<file path="config.mk">
export PLATFORM = sky130hd
export DESIGN_NAME = store_buffer
export DESIGN_NICKNAME = d
export VERILOG_FILES = /design/src/rtl/store_buffer.sv
export SDC_FILE = /design/constraint.sdc
export NUM_CORES = 1
export LEC_CHECK = 0
export CORE_ASPECT_RATIO = 0.7
export CORE_MARGIN = 2
export CORE_UTILIZATION = 30
export CTS_CLUSTER_SIZE = 25
export DETAILED_ROUTE_END_ITERATION = 6
export GPL_TIMING_DRIVEN = 0
export PLACE_DENSITY_LB_ADDON = 0.3
export SLEW_MARGIN = 20
export SYNTH_ARGS = -nofsm -noshare
export SYNTH_HDL_FRONTEND = slang
export SYNTH_SLANG_ARGS = --single-unit
</file>
<file path="constraint.sdc">
create_clock -name clock -period 30.5 [get_ports clock]
set_input_delay 3.05 -clock clock [delete_from_list [all_inputs] [get_ports clock]]
set_output_delay 3.05 -clock clock [all_outputs]
set_load 0.03 [all_outputs]
</file>
<file path="src/rtl/store_buffer.sv">
// -----------------------------------------------------------------------------
// store_buffer
//
// Write buffer between the processor memory stage and data_memory. Stores are
// queued in a DEPTH-entry FIFO of {word address, data}. A store never uses the
// memory port. The memory port drains the queue one entry per cycle whenever
// no load holds the port. Loads go straight to data_memory with combinational
// read data. Data from the youngest buffered store to the same word is
// forwarded to the load, so the core sees memory in program order.
//
// Optional feature (macro STORE_BUFFER_COALESCE_EN):
//   A store to a word that is already buffered overwrites that entry in place.
//   This is also accepted when the buffer is full. It is not applied to the
//   head entry while the head drains this cycle.
//
// Ports:
//   clock, reset_n        clock, asynchronous active-low reset
//   cpu_mem_write/read    store / load request from the core
//   cpu_address           byte address (word index = address >> 2)
//   cpu_write_data        store data
//   cpu_read_data         load data, combinational, 0 when no load
//   cpu_stall             request not accepted this cycle (buffer full)
//   dm_mem_write/read,
//   dm_address,
//   dm_write_data         request to data_memory
//   dm_read_data          combinational read data from data_memory
//   count, empty          occupancy
// -----------------------------------------------------------------------------
module store_buffer #(
    parameter int DEPTH      = 4,
    parameter int DATA_WIDTH = 64,
    parameter int ADDR_WIDTH = 64
) (
    input  logic                     clock,
    input  logic                     reset_n,
    input  logic                     cpu_mem_write,
    input  logic                     cpu_mem_read,
    input  logic [ADDR_WIDTH-1:0]    cpu_address,
    input  logic [DATA_WIDTH-1:0]    cpu_write_data,
    output logic [DATA_WIDTH-1:0]    cpu_read_data,
    output logic                     cpu_stall,
    output logic                     dm_mem_write,
    output logic                     dm_mem_read,
    output logic [ADDR_WIDTH-1:0]    dm_address,
    output logic [DATA_WIDTH-1:0]    dm_write_data,
    input  logic [DATA_WIDTH-1:0]    dm_read_data,
    output logic [$clog2(DEPTH):0]   count,
    output logic                     empty
);

    localparam int PTR_W = $clog2(DEPTH);
    localparam int CNT_W = PTR_W + 1;
    localparam int WA_W  = ADDR_WIDTH - 2;

    // Entry storage. Only the valid bits and pointers are reset. Payloads are
    // qualified by valid_q, so they need no reset.
    logic [DEPTH-1:0]      valid_q, valid_d;
    logic [WA_W-1:0]       addr_q [DEPTH];
    logic [DATA_WIDTH-1:0] data_q [DEPTH];
    logic [PTR_W-1:0]      head_q, head_d;
    logic [PTR_W-1:0]      tail_q, tail_d;
    logic [CNT_W-1:0]      count_q, count_d;

    logic [WA_W-1:0]       cpu_word;
    logic [DEPTH-1:0]      match;
    logic                  full;
    logic                  is_empty;
    logic                  drain;
    logic                  load_go;
    logic                  store_go;
    logic                  enq;
    logic                  coal_hit;
    logic [PTR_W-1:0]      coal_idx;
    logic                  fwd_hit;
    logic [DATA_WIDTH-1:0] fwd_data;
    logic [PTR_W-1:0]      fwd_idx;
    logic                  unused_addr_bits;

    assign cpu_word         = cpu_address[ADDR_WIDTH-1:2];
    // Byte offset within a word does not take part in matching.
    assign unused_addr_bits = ^cpu_address[1:0];

    // Per-entry word-address comparators.
    generate
        for (genvar gi = 0; gi < DEPTH; gi++) begin : g_match
            assign match[gi] = valid_q[gi] && (addr_q[gi] == cpu_word);
        end
    endgenerate

    assign full     = (count_q == CNT_W'(DEPTH));
    assign is_empty = (count_q == '0);

    // Port arbitration. A full buffer always drains. Otherwise any asserted
    // cpu_mem_read holds the port and blocks the drain. This also holds when
    // the read comes together with a store, which then behaves as a store
    // only. In every other case a non-empty buffer drains.
    assign drain   = full || (!cpu_mem_read && !is_empty);
    assign load_go = cpu_mem_read && !cpu_mem_write && !full;

`ifdef STORE_BUFFER_COALESCE_EN
    // At most one entry exists per word, so at most one bit of match is set.
    // The head is excluded while it drains: it leaves the buffer at this edge.
    always_comb begin
        coal_hit = 1'b0;
        coal_idx = '0;
        for (int i = 0; i < DEPTH; i++) begin
            if (match[i] && !(drain && (PTR_W'(i) == head_q))) begin
                coal_hit = 1'b1;
                coal_idx = PTR_W'(i);
            end
        end
    end
`else
    assign coal_hit = 1'b0;
    assign coal_idx = '0;
`endif

    assign cpu_stall = full && (cpu_mem_write || cpu_mem_read)
                       && !(cpu_mem_write && coal_hit);
    assign store_go  = cpu_mem_write && !cpu_stall;
    assign enq       = store_go && !coal_hit;

    // Youngest-match forwarding. The valid entries are contiguous from the
    // head. Scanning oldest to youngest lets the last hit win.
    always_comb begin
        fwd_hit  = 1'b0;
        fwd_data = '0;
        fwd_idx  = '0;
        for (int i = 0; i < DEPTH; i++) begin
            fwd_idx = head_q + PTR_W'(i);
            if (match[fwd_idx]) begin
                fwd_hit  = 1'b1;
                fwd_data = data_q[fwd_idx];
            end
        end
    end

    assign cpu_read_data = load_go ? (fwd_hit ? fwd_data : dm_read_data) : '0;

    always_comb begin
        dm_mem_write  = 1'b0;
        dm_mem_read   = 1'b0;
        dm_address    = '0;
        dm_write_data = '0;
        if (drain) begin
            dm_mem_write  = 1'b1;
            dm_address    = {addr_q[head_q], 2'b00};
            dm_write_data = data_q[head_q];
        end else if (load_go) begin
            dm_mem_read = 1'b1;
            dm_address  = cpu_address;
        end
    end

    always_comb begin
        valid_d = valid_q;
        if (drain) begin
            valid_d[head_q] = 1'b0;
        end
        if (enq) begin
            valid_d[tail_q] = 1'b1;
        end
        head_d  = head_q + PTR_W'(drain);
        tail_d  = tail_q + PTR_W'(enq);
        count_d = count_q + CNT_W'(enq) - CNT_W'(drain);
    end

    always_ff @(posedge clock or negedge reset_n) begin
        if (!reset_n) begin
            valid_q <= '0;
            head_q  <= '0;
            tail_q  <= '0;
            count_q <= '0;
        end else begin
            valid_q <= valid_d;
            head_q  <= head_d;
            tail_q  <= tail_d;
            count_q <= count_d;
        end
    end

    always_ff @(posedge clock) begin
        if (enq) begin
            addr_q[tail_q] <= cpu_word;
            data_q[tail_q] <= cpu_write_data;
        end
        if (store_go && coal_hit) begin
            data_q[coal_idx] <= cpu_write_data;
        end
    end

    assign count = count_q;
    assign empty = is_empty;

endmodule

</file>
==> results of run 1 <==
-- cell type report --
cell class	count	area share
flip-flops and latches	515	0.394
multi-input cells	1350	0.363
repair buffers	453	0.118
well taps	1350	0.0432
clock buffers	73	0.0397
plain buffers	214	0.0244
clock inverters	38	0.0125
inverters	43	0.00413
diodes	5	0.000320
-- where the power goes --
part | total (mW) | switching, mW | internal [mW]
registers | 1.04 | 0.101 | 0.941
clock network | 0.755 | 0.316 | 0.439
logic | 2.23 | 1.30 | 0.929
total | 4.02 | 1.72 | 2.31
-- metal layers --
layer	vias up	part of all wire	global-route usage
met1	12500	0.44	0.357
li1	9714	-	-
met5	-	0.00067	0
met2	1341	0.44	0.366
met4	16	0.021	0.0513
met3	203	0.097	0.0625
-- cell usage in the layout, fill, tap and decap left out, drive strengths merged, types with 8 or more instances in the layout --
cell,n
edfxtp,504
clkdlybuf4s50,394
mux4,254
clkbuf,240
xor2,114
buf,106
nand2,80
and2,70
a211oi,67
xnor2,66
a22oi,66
a22o,64
mux2i,64
mux2,64
o32ai,64
o21ai,60
o21bai,58
inv,43
nor4,40
nor2b,34
nand2b,33
nand4,23
clkinv,22
nor2,19
o2111ai,12
nor3,12
dfrtp,11
bufinv,9
o22ai,8
o31ai,8
ha,8
-- sequential cells by signal (all words and copies together), names as in the netlist --
register	cells
head_q	2
count	3
valid_q	4
tail_q	2
data_q	256
addr_q	248
-- logic make-up (layout without fill, tap and decap cells) --
logic type / after synthesis / in the layout / synth area share
adder cells (fa/ha/maj): 9 / 9 / 0.00392
multiplexers: 382 / 382 / 0.231
buffers and inverters: 257 / 821 / 0.0355
AO/OA/AOI/OAI: 444 / 444 / 0.113
flip-flops: 515 / 515 / 0.503
AND/OR/NAND/NOR: 335 / 335 / 0.0622
XOR/XNOR: 180 / 180 / 0.0514
other: 0 / 5 / 0
-- worst max-delay path, delay by kind of cell --
family | cells | cell delay [ns]
buffers and inverters | 4 | 2.32
AND/OR/NAND/NOR | 4 | 1.61
AO/OA/AOI/OAI | 4 | 1.29
XOR/XNOR | 1 | 0.41
-- how the worst max path moves through the flow --
stage / from / endpoint / slack [ns] / depth (start not counted)
finish: cpu_address[28] / cpu_read_data[11] / 18.74 / 13
detailed placement: cpu_address[28] / cpu_read_data[11] / 18.80 / 13
global placement: cpu_mem_write / data_q[1][19]$_DFFE_PP_ / 5.82 / 3
floorplan: cpu_mem_write / addr_q[1][0]$_DFFE_PP_ / 17.36 / 2
CTS: cpu_address[28] / cpu_read_data[11] / 18.78 / 13
global route: cpu_address[28] / cpu_read_data[8] / 18.65 / 13
-- metrics by stage --
stage | utilization | total power [mW] | hold WS, ns | instance area [um2]
final | 0.384 | 4.02 | 0.501 | 39100
after global routing | 0.384 | 4.17 | 0.532 | 39100
after CTS | 0.384 | 4.03 | 0.501 | 39000
after detailed placement | 0.364 | 3.27 | 0.486 | 37000
after global placement | 0.357 | 3.28 | 0.472 | 36300
after floorplan | - | 2.41 | 0.443 | 30700
==> results.md, run 1 <==
* Die area at 105000 um2
* Drt pass-1 iters at 5
* Syn Nets at 2327
* Crit path cell chain: clkdlybuf4s50_1, clkbuf_1, xor2_1, nor3_1, nand4_1, nor4_1, and3_1, a211oi_4, o211ai_2, clkbuf_1, o21bai_1, o21ai_1, clkdlybuf4s50_1
* Post-synth top area share at 0.494
* Placed Cells at 3924
* Clk slew on worst S/H paths at 0.06 ns
* # DRC at 0
* Estimated wirelength of the detail-placed design at 99300 um
* CTS Sinks at 515
* Post-Syn Instances at 2122
* Worst vdd ir at 0.0514 mV
* Top-Level Pins at 395
* Die boundary width at 386 um
* # nets final at 2842
* Sequential element share of the synthesized area at 0.503
* Area contributors post-synth: edfxtp_1, mux4_2, xor2_1
* Fraction of registers with async set/reset at 0.0214
* Slew headroom at 0.180
* Final ANT Viol Nets at 0
* CTS tree: done
* R2r worst-path depth at 5
* Pin count of the biggest net entering global routing at 37
* EDFF count, synth at 504
* Min-delay src: valid_q[2]$_DFF_PN0_
* Mapped cell area at 30700 um2
* FP Rows at 98
* Fmax at 0.0850 GHz
* Hold Path Sink: valid_q[2]$_DFF_PN0_
* Worst-Skew Late Latency at 0.68 ns
* Clock Skew at 0.0468 ns
* Min Tclk post-route at 11.76 ns
* Min-delay worst type: register to register
* LEAKAGE at 12.6 nW
* Setup slack, reg-to-reg at 27.25 ns
* Setup TNS Final at 0 ns
* Vias in the first global route at 23.7k
* Iteration-0 DRC Markers at 2944
* Layout area overhead at 27.4%
* Commonest cells post-synth: edfxtp_1, mux4_2, clkbuf_1, xor2_1, nand2_1
* RSZ-0062 raised after global routing: false
* Via/cell ratio at 5.87
* FILL cells at 9527
* Detailed-route wire length at 132000 um
* Die height at 271 um
* Core area at 102000 um2
* Period utilization at 0.386
* Ys flop type: edfxtp_1
* Worst R2R End: head_q[1]$_DFF_PN0_
* CP arrival at 8.71 ns
* Gr usage total at 0.245
* Footprint of the multi-input gates at 14200 um2
* Mean Syn Cell Area at 14.4 um2
* Setup bufs post-CTS at 0
* MaxCap Viol Count at 0
* Worst Setup Start Kind: primary input
* Crit. End Element: output port
* H-tree levels at 2
* Setup Viol. Count Final at 0
* Cell taking the most area after synthesis: edfxtp_1
* First-pass GRT wire length at 183000 um
* CP Max Fanout at 10
* WS Path Type: primary input to output port
* Clk root buf: clkbuf_16
* Port bufs at 394
* Hold Crit Depth at 1
* Fin. max-slew vios at 0
* Overflow after GRT at 0
* Synth Register Bits at 515
* Initial Util at 0.301
* Final non-filler cell total at 4041
* CP max stage cell: o211ai_2
* Cts hold-fix bufs at 0
* Cts bufs inserted at 60
* Synth Warn # at 0
* GPL Wtd Cong at 0.931
* Count leader, synth: edfxtp_1
* Final WS setup at 18.74 ns
* Library cells used by synthesis at 69
* CP peak stage delay at 0.91 ns
* Clock Path Buffers at 3
* Initial antenna violation count at 19
* Status: finished clean
* Layout cells sized above 1 at 0.203
* Placement Setup Slack at 18.80 ns
* DR vias at 23.7k
* Worst EP required at 27.45 ns
* # resized after CTS at 0
* Routed len/inst at 32.6 um
* Slew @ Worst Pin at 1.23 ns
* FF/Latch Area at 15400 um2
* Pwr/cell area at 103 nW/um2
* FF-to-FF Start: head_q[1]$_DFF_PN0_
* Endpoints failing hold at 0
(Power assumes the default switching activity.)
==> run 2: changes to the inputs <==
clock period = 9.7 ns   (was 30.5 ns; I/O delays follow)
==> results.md, run 2 (synthesis gave the netlist of run 1 again) <==
* Port bufs at 394 (unchanged)
* Vias in the first global route at 23.5k (was 23.7k)
* Clock Skew at 0.0351 ns (was 0.0468 ns)
* MaxCap Viol Count at 0 (unchanged)
* Final ANT Viol Nets at 0 (unchanged)
* # DRC at 0 (unchanged)
* GPL Wtd Cong at 0.935 (was 0.931)
* Setup TNS Final at 0 ns (unchanged)
* # nets final at 2823 (was 2842)
* Commonest non-fill, non-tap cell in the layout: edfxtp_1 (unchanged)
* Fin Hold WS at 0.505 ns (was 0.501 ns)
* Placed Cells at 3906 (was 3924)
* Core area at 102000 um2 (unchanged)
* Fmax at 0.121 GHz
* Routed len/inst at 32.5 um (was 32.6 um)
* Pwr/cell area at 326 nW/um2 (was 103 nW/um2)
* CP arrival at 7.32 ns (was 8.71 ns)
* Biggest register: data_q (unchanged)
* Die boundary width at 386 um (unchanged)
* Initial Util at 0.301 (unchanged)
* Top layer in use: met5 (unchanged)
* Cts bufs inserted at 59 (was 60)
* Layout cells sized above 1 at 0.199 (was 0.203)
* Final non-filler cell total at 4024 (was 4041)
* # resized after CTS at 0 (unchanged)
* CTS Sinks at 515 (unchanged)
* Setup bufs post-CTS at 0 (unchanged)
* Tot Pwr at 12.7 mW (was 4.02 mW)
* Worst Setup Start Kind: register (was primary input)
* Met2 WL at 58100 um (was 58400 um)
* Pin count of the biggest net entering global routing at 37 (unchanged)
* RSZ-0062 raised after global routing: false (unchanged)
* Worst-Skew Late Latency at 0.66 ns (was 0.68 ns)
* Flip-flop count of the largest register after layout at 256 (unchanged)
* CP Max Fanout at 11 (was 10)
* Top-Level Pins at 395 (unchanged)
* DR vias at 23.8k (was 23.7k)
* Crit path cell chain: clkbuf_1, clkinv_1, clkbuf_1, clkbuf_1, ha_1, clkbuf_1, clkbuf_1, buf_1, clkbuf_1, mux4_2, a22oi_1, o31ai_1, clkdlybuf4s50_1 (was clkdlybuf4s50_1, clkbuf_1, xor2_1, nor3_1, nand4_1, nor4_1, and3_1, a211oi_4, o211ai_2, clkbuf_1, o21bai_1, o21ai_1, clkdlybuf4s50_1)
* Metal-1 WL at 55500 um (was 57700 um)
* Biggest regs: data_q (256), addr_q (248), valid_q (4) (unchanged)
* Crit-path leading delay family: buffers and inverters (unchanged)
* Layout area overhead at 27.7% (was 27.4%)
* Crit. End Element: output port (unchanged)
* WS Path Type: register to output port (was primary input to output port)
* Gr usage total at 0.242 (was 0.245)
* Initial antenna violation count at 21 (was 19)
* Estimated wirelength of the detail-placed design at 97500 um (was 99300 um)
* Fin. max-slew vios at 0 (unchanged)
* Most used cell along the critical path: clkbuf_1
* CP peak stage delay at 0.88 ns (was 0.91 ns)
* Most frequent cells in the layout: edfxtp_1, clkdlybuf4s50_1, mux4_2 (unchanged)
* Worst vdd ir at 0.169 mV (was 0.0514 mV)
* Min-delay worst type: register to register (unchanged)
* Met3 wire len at 13900 um (was 12800 um)
* Detailed-route wire length at 131000 um (was 132000 um)
* Slew @ Worst Pin at 1.25 ns (was 1.23 ns)
* Die area at 105000 um2 (unchanged)
* FP Rows at 98 (unchanged)
* Worst EP required at 8.73 ns (was 27.45 ns)
* Cts hold-fix bufs at 0 (unchanged)
* Setup Viol. Count Final at 0 (unchanged)
* CP max stage cell: buf_1 (was o211ai_2)
* First-pass GRT wire length at 182000 um (was 183000 um)
* Final core occ at 0.385 (was 0.384)
* Clock Path Buffers at 3 (unchanged)
* Endpoints failing hold at 0 (unchanged)
* Clk slew on worst S/H paths at 0.06 ns (about the same)
* Final WS setup at 1.41 ns (was 18.74 ns)
* Final instance area at 39100 um2 (about the same)
* Drt pass-1 iters at 6 (was 5)
* CTS tree: done (unchanged)
* Placement Setup Slack at 1.99 ns (was 18.80 ns)
* Min Tclk post-route at 8.29 ns
* Clk root buf: clkbuf_16 (unchanged)
* LEAKAGE at 12.6 nW (about the same)
* Placed Area at 37000 um2 (about the same)
* H-tree levels at 2 (unchanged)
* Period utilization at 0.854
* Slew headroom at 0.165 (was 0.180)
* Iteration-0 DRC Markers at 3150 (was 2944)
* Overflow after GRT at 0 (unchanged)
* Buffers and inverters on the worst path at 9 (was 4)
* Die height at 271 um (unchanged)
* Status: finished clean (unchanged)
* Via/cell ratio at 5.90 (was 5.87)
-- run 2: cell types whose count changed in the layout (fill, tap and decap cells not counted), sizes merged --
| cell | delta |
|---|---|
| bufinv | +3 |
| clkbuf | -6 |
| clkinvlp | -5 |
| diode | +3 |
| buf | -19 |
| clkinv | +6 |
| inv | +1 |
-- run 2: cell type report --
type / count / area (um2)
fill: 9614 / 62600
sequential: 515 / 15400
multi-input combinational: 1350 / 14200
timing repair buffer: 435 / 4640
tap: 1350 / 1690
clock buffer: 66 / 1500
buffer: 214 / 955
clock inverter: 43 / 562
inverter: 43 / 161
antenna: 8 / 20.0
-- run 2: routing by layer --
| metal | global-route usage | vias up |
|---|---|---|
| met5 | 0 | - |
| met4 | 0.0608 | 16 |
| met3 | 0.0593 | 202 |
| met2 | 0.362 | 1401 |
| met1 | 0.352 | 12400 |
| li1 | - | 9685 |
-- run 2: power breakdown --
group | internal (mW) | switching, mW
clock | 1.43 | 0.992
sequential | 2.96 | 0.317
combinational | 2.93 | 4.11
-- run 2: worst register-to-register path: cells and delay by family (launching register included) --
kind      cells  cell delay (ns)
buf+inv       4             2.82
flops         1             0.38
xor+xnor      1             0.15
-- run 2: path summary, 6_finish.rpt --
check,from,endpoint,slack (ns),cells past startpoint
max,head_q[0]$_DFF_PN0_,cpu_read_data[42],1.41,13
min,valid_q[3]$_DFF_PN0_,valid_q[3]$_DFF_PN0_,0.50,1
max reg2reg,head_q[1]$_DFF_PN0_,head_q[1]$_DFF_PN0_,6.18,5
min reg2reg,valid_q[3]$_DFF_PN0_,valid_q[3]$_DFF_PN0_,0.50,1
max in group asynchronous,reset_n,valid_q[2]$_DFF_PN0_,8.51,1
min in group asynchronous,reset_n,count[0]$_DFF_PN0_,0.73,1
==> run 3: changes to the inputs <==
CTS_CLUSTER_SIZE = not set   (was 25)
==> results.md, run 3 (synthesis gave the netlist of run 1 again) <==
* Commonest non-fill, non-tap cell in the layout: edfxtp_1 (unchanged)
* Gr usage total at 0.242 (about the same)
* CTS Sinks at 515 (unchanged)
* Buffers and inverters on the worst path at 9 (unchanged)
* Detailed-route wire length at 131000 um (about the same)
* Setup Viol. Count Final at 0 (unchanged)
* Worst EP required at 8.73 ns (about the same)
* Crit. End Element: output port (unchanged)
* Layout area overhead at 27.8% (was 27.7%)
* Iteration-0 DRC Markers at 3280 (was 3150)
* Clk root buf: clkbuf_16 (unchanged)
* FP Rows at 98 (unchanged)
* Final core occ at 0.385 (about the same)
* Drt pass-1 iters at 5 (was 6)
* Clock Skew at 0.0361 ns (was 0.0351 ns)
* Pin count of the biggest net entering global routing at 37 (unchanged)
* Top-Level Pins at 395 (unchanged)
* Biggest register: data_q (unchanged)
* CP max stage cell: buf_1 (unchanged)
* Cts bufs inserted at 59 (unchanged)
* Die height at 271 um (unchanged)
* # nets final at 2824 (was 2823)
* Initial Util at 0.301 (unchanged)
* Die boundary width at 386 um (unchanged)
* Routed len/inst at 32.5 um (about the same)
* CP Max Fanout at 11 (unchanged)
* Overflow after GRT at 0 (unchanged)
* Flip-flop count of the largest register after layout at 256 (unchanged)
* # DRC at 0 (unchanged)
* Fmax at 0.120 GHz (was 0.121 GHz)
* WS Path Type: register to output port (unchanged)
* CP arrival at 7.35 ns (was 7.32 ns)
* Die area at 105000 um2 (unchanged)
* Clock Path Buffers at 3 (unchanged)
* Setup bufs post-CTS at 0 (unchanged)
* Footprint of the multi-input gates at 14200 um2 (unchanged)
* Via/cell ratio at 5.88 (was 5.90)
* Port bufs at 394 (unchanged)
* LEAKAGE at 12.6 nW (about the same)
* Endpoints failing hold at 0 (unchanged)
* Tot Pwr at 12.8 mW (was 12.7 mW)
* Layout cells sized above 1 at 0.200 (was 0.199)
* Final non-filler cell total at 4025 (was 4024)
* Slew headroom at 0.174 (was 0.165)
* Most frequent cells in the layout: edfxtp_1, clkdlybuf4s50_1, mux4_2 (unchanged)
* Min-delay worst type: register to register (unchanged)
* Crit-path leading delay family: buffers and inverters (unchanged)
* H-tree levels at 2 (unchanged)
* RSZ-0062 raised after global routing: false (unchanged)
* Slew @ Worst Pin at 1.24 ns (was 1.25 ns)
* Min Tclk post-route at 8.32 ns (was 8.29 ns)
* Vias in the first global route at 23.5k (about the same)
* DR vias at 23.7k (was 23.8k)
* FF/Latch Area at 15400 um2 (unchanged)
* Clk slew on worst S/H paths at 0.06 ns (about the same)
* CP peak stage delay at 0.89 ns (was 0.88 ns)
* CTS tree: done (unchanged)
* Cts hold-fix bufs at 0 (unchanged)
* Period utilization at 0.858 (was 0.854)
* Estimated wirelength of the detail-placed design at 97500 um (unchanged)
* Worst Setup Start Kind: register (unchanged)
* Most used cell along the critical path: clkbuf_1 (unchanged)
* GPL Wtd Cong at 0.935 (unchanged)
* FILL cells at 9604 (was 9614)
* Worst vdd ir at 0.170 mV (was 0.169 mV)
* Placed Area at 37000 um2 (unchanged)
* Pwr/cell area at 326 nW/um2 (about the same)
* Final ANT Viol Nets at 0 (unchanged)
* Crit path cell chain: clkbuf_1, clkinv_1, clkbuf_1, clkbuf_1, ha_1, clkbuf_1, clkbuf_1, buf_1, clkbuf_1, mux4_2, a22oi_1, o31ai_1, clkdlybuf4s50_1 (unchanged)
* MaxCap Viol Count at 0 (unchanged)
* # resized after CTS at 0 (unchanged)
* Final instance area at 39200 um2 (was 39100 um2)
* Initial antenna violation count at 20 (was 21)
* Status: finished clean (unchanged)
* Placed Cells at 3906 (unchanged)
* First-pass GRT wire length at 182000 um (about the same)
* Core area at 102000 um2 (unchanged)
* Worst-Skew Late Latency at 0.67 ns (was 0.66 ns)
* Fin. max-slew vios at 0 (unchanged)
* Biggest regs: data_q (256), addr_q (248), valid_q (4) (unchanged)
==> run 3: cell types whose count changed in the layout (fill, tap and decap cells not counted) <==
cell       before  now
bufinv_16      12   13
clkinv_1       12    9
buf_6          26   27
clkbuf_1      159  161
==> run 3: layer usage <==
| metal | track usage | wire length [um] | vias to the layer above |
|---|---|---|---|
| met3 | 0.0588 | 13200 | 191 |
| met5 | 0 | 93 | - |
| li1 | - | - | 9682 |
| met2 | 0.363 | 58300 | 1393 |
| met1 | 0.352 | 56400 | 12400 |
| met4 | 0.0594 | 3040 | 14 |
==> run 3: worst register-to-register path, stage by stage, from the launching register on <==
cell	delay [ns]
dfrtp_1	0.38
clkbuf_1	0.33
clkbuf_1	0.80
clkbuf_1	0.86
clkbuf_1	0.96
xor2_1	0.16
==> run 3: area by class of cell <==
type,count,share of cell area
multi-input cells,1350,0.362
diodes,8,0.000511
flip-flops and latches,515,0.393
clock inverters,41,0.0148
repair buffers,436,0.119
well taps,1350,0.0431
clock buffers,68,0.0385
inverters,43,0.00412
plain buffers,214,0.0244
==> run 3: final timing paths <==
| path | startpoint | end | slack [ns] | depth (start not counted) |
|---|---|---|---|---|
| worst min register to register | valid_q[3]$_DFF_PN0_ | valid_q[3]$_DFF_PN0_ | 0.50 | 1 |
| worst max register to register | head_q[1]$_DFF_PN0_ | head_q[1]$_DFF_PN0_ | 6.05 | 5 |
| worst min-delay path | valid_q[3]$_DFF_PN0_ | valid_q[3]$_DFF_PN0_ | 0.50 | 1 |
| min in group asynchronous | reset_n | count[0]$_DFF_PN0_ | 0.73 | 1 |
| worst max-delay path | head_q[0]$_DFF_PN0_ | cpu_read_data[61] | 1.38 | 13 |
| max in group asynchronous | reset_n | valid_q[2]$_DFF_PN0_ | 8.51 | 1 |
==> run 3: through the flow <==
step                      TNS [ns]  worst slack (ns)  hold slack [ns]
after floorplan                  0              2.59            0.443
after global placement    -1344.34             -4.30            0.479
after detailed placement         0              1.99            0.492
after CTS                        0              1.24            0.507
after global routing             0             0.961            0.523
final                            0              1.38            0.503
==> run 3: where the power goes <==
| part | internal [mW] | switching [mW] |
|---|---|---|
| Clock | 1.46 | 0.990 |
| Sequential | 2.96 | 0.317 |
| Combinational | 2.94 | 4.12 |
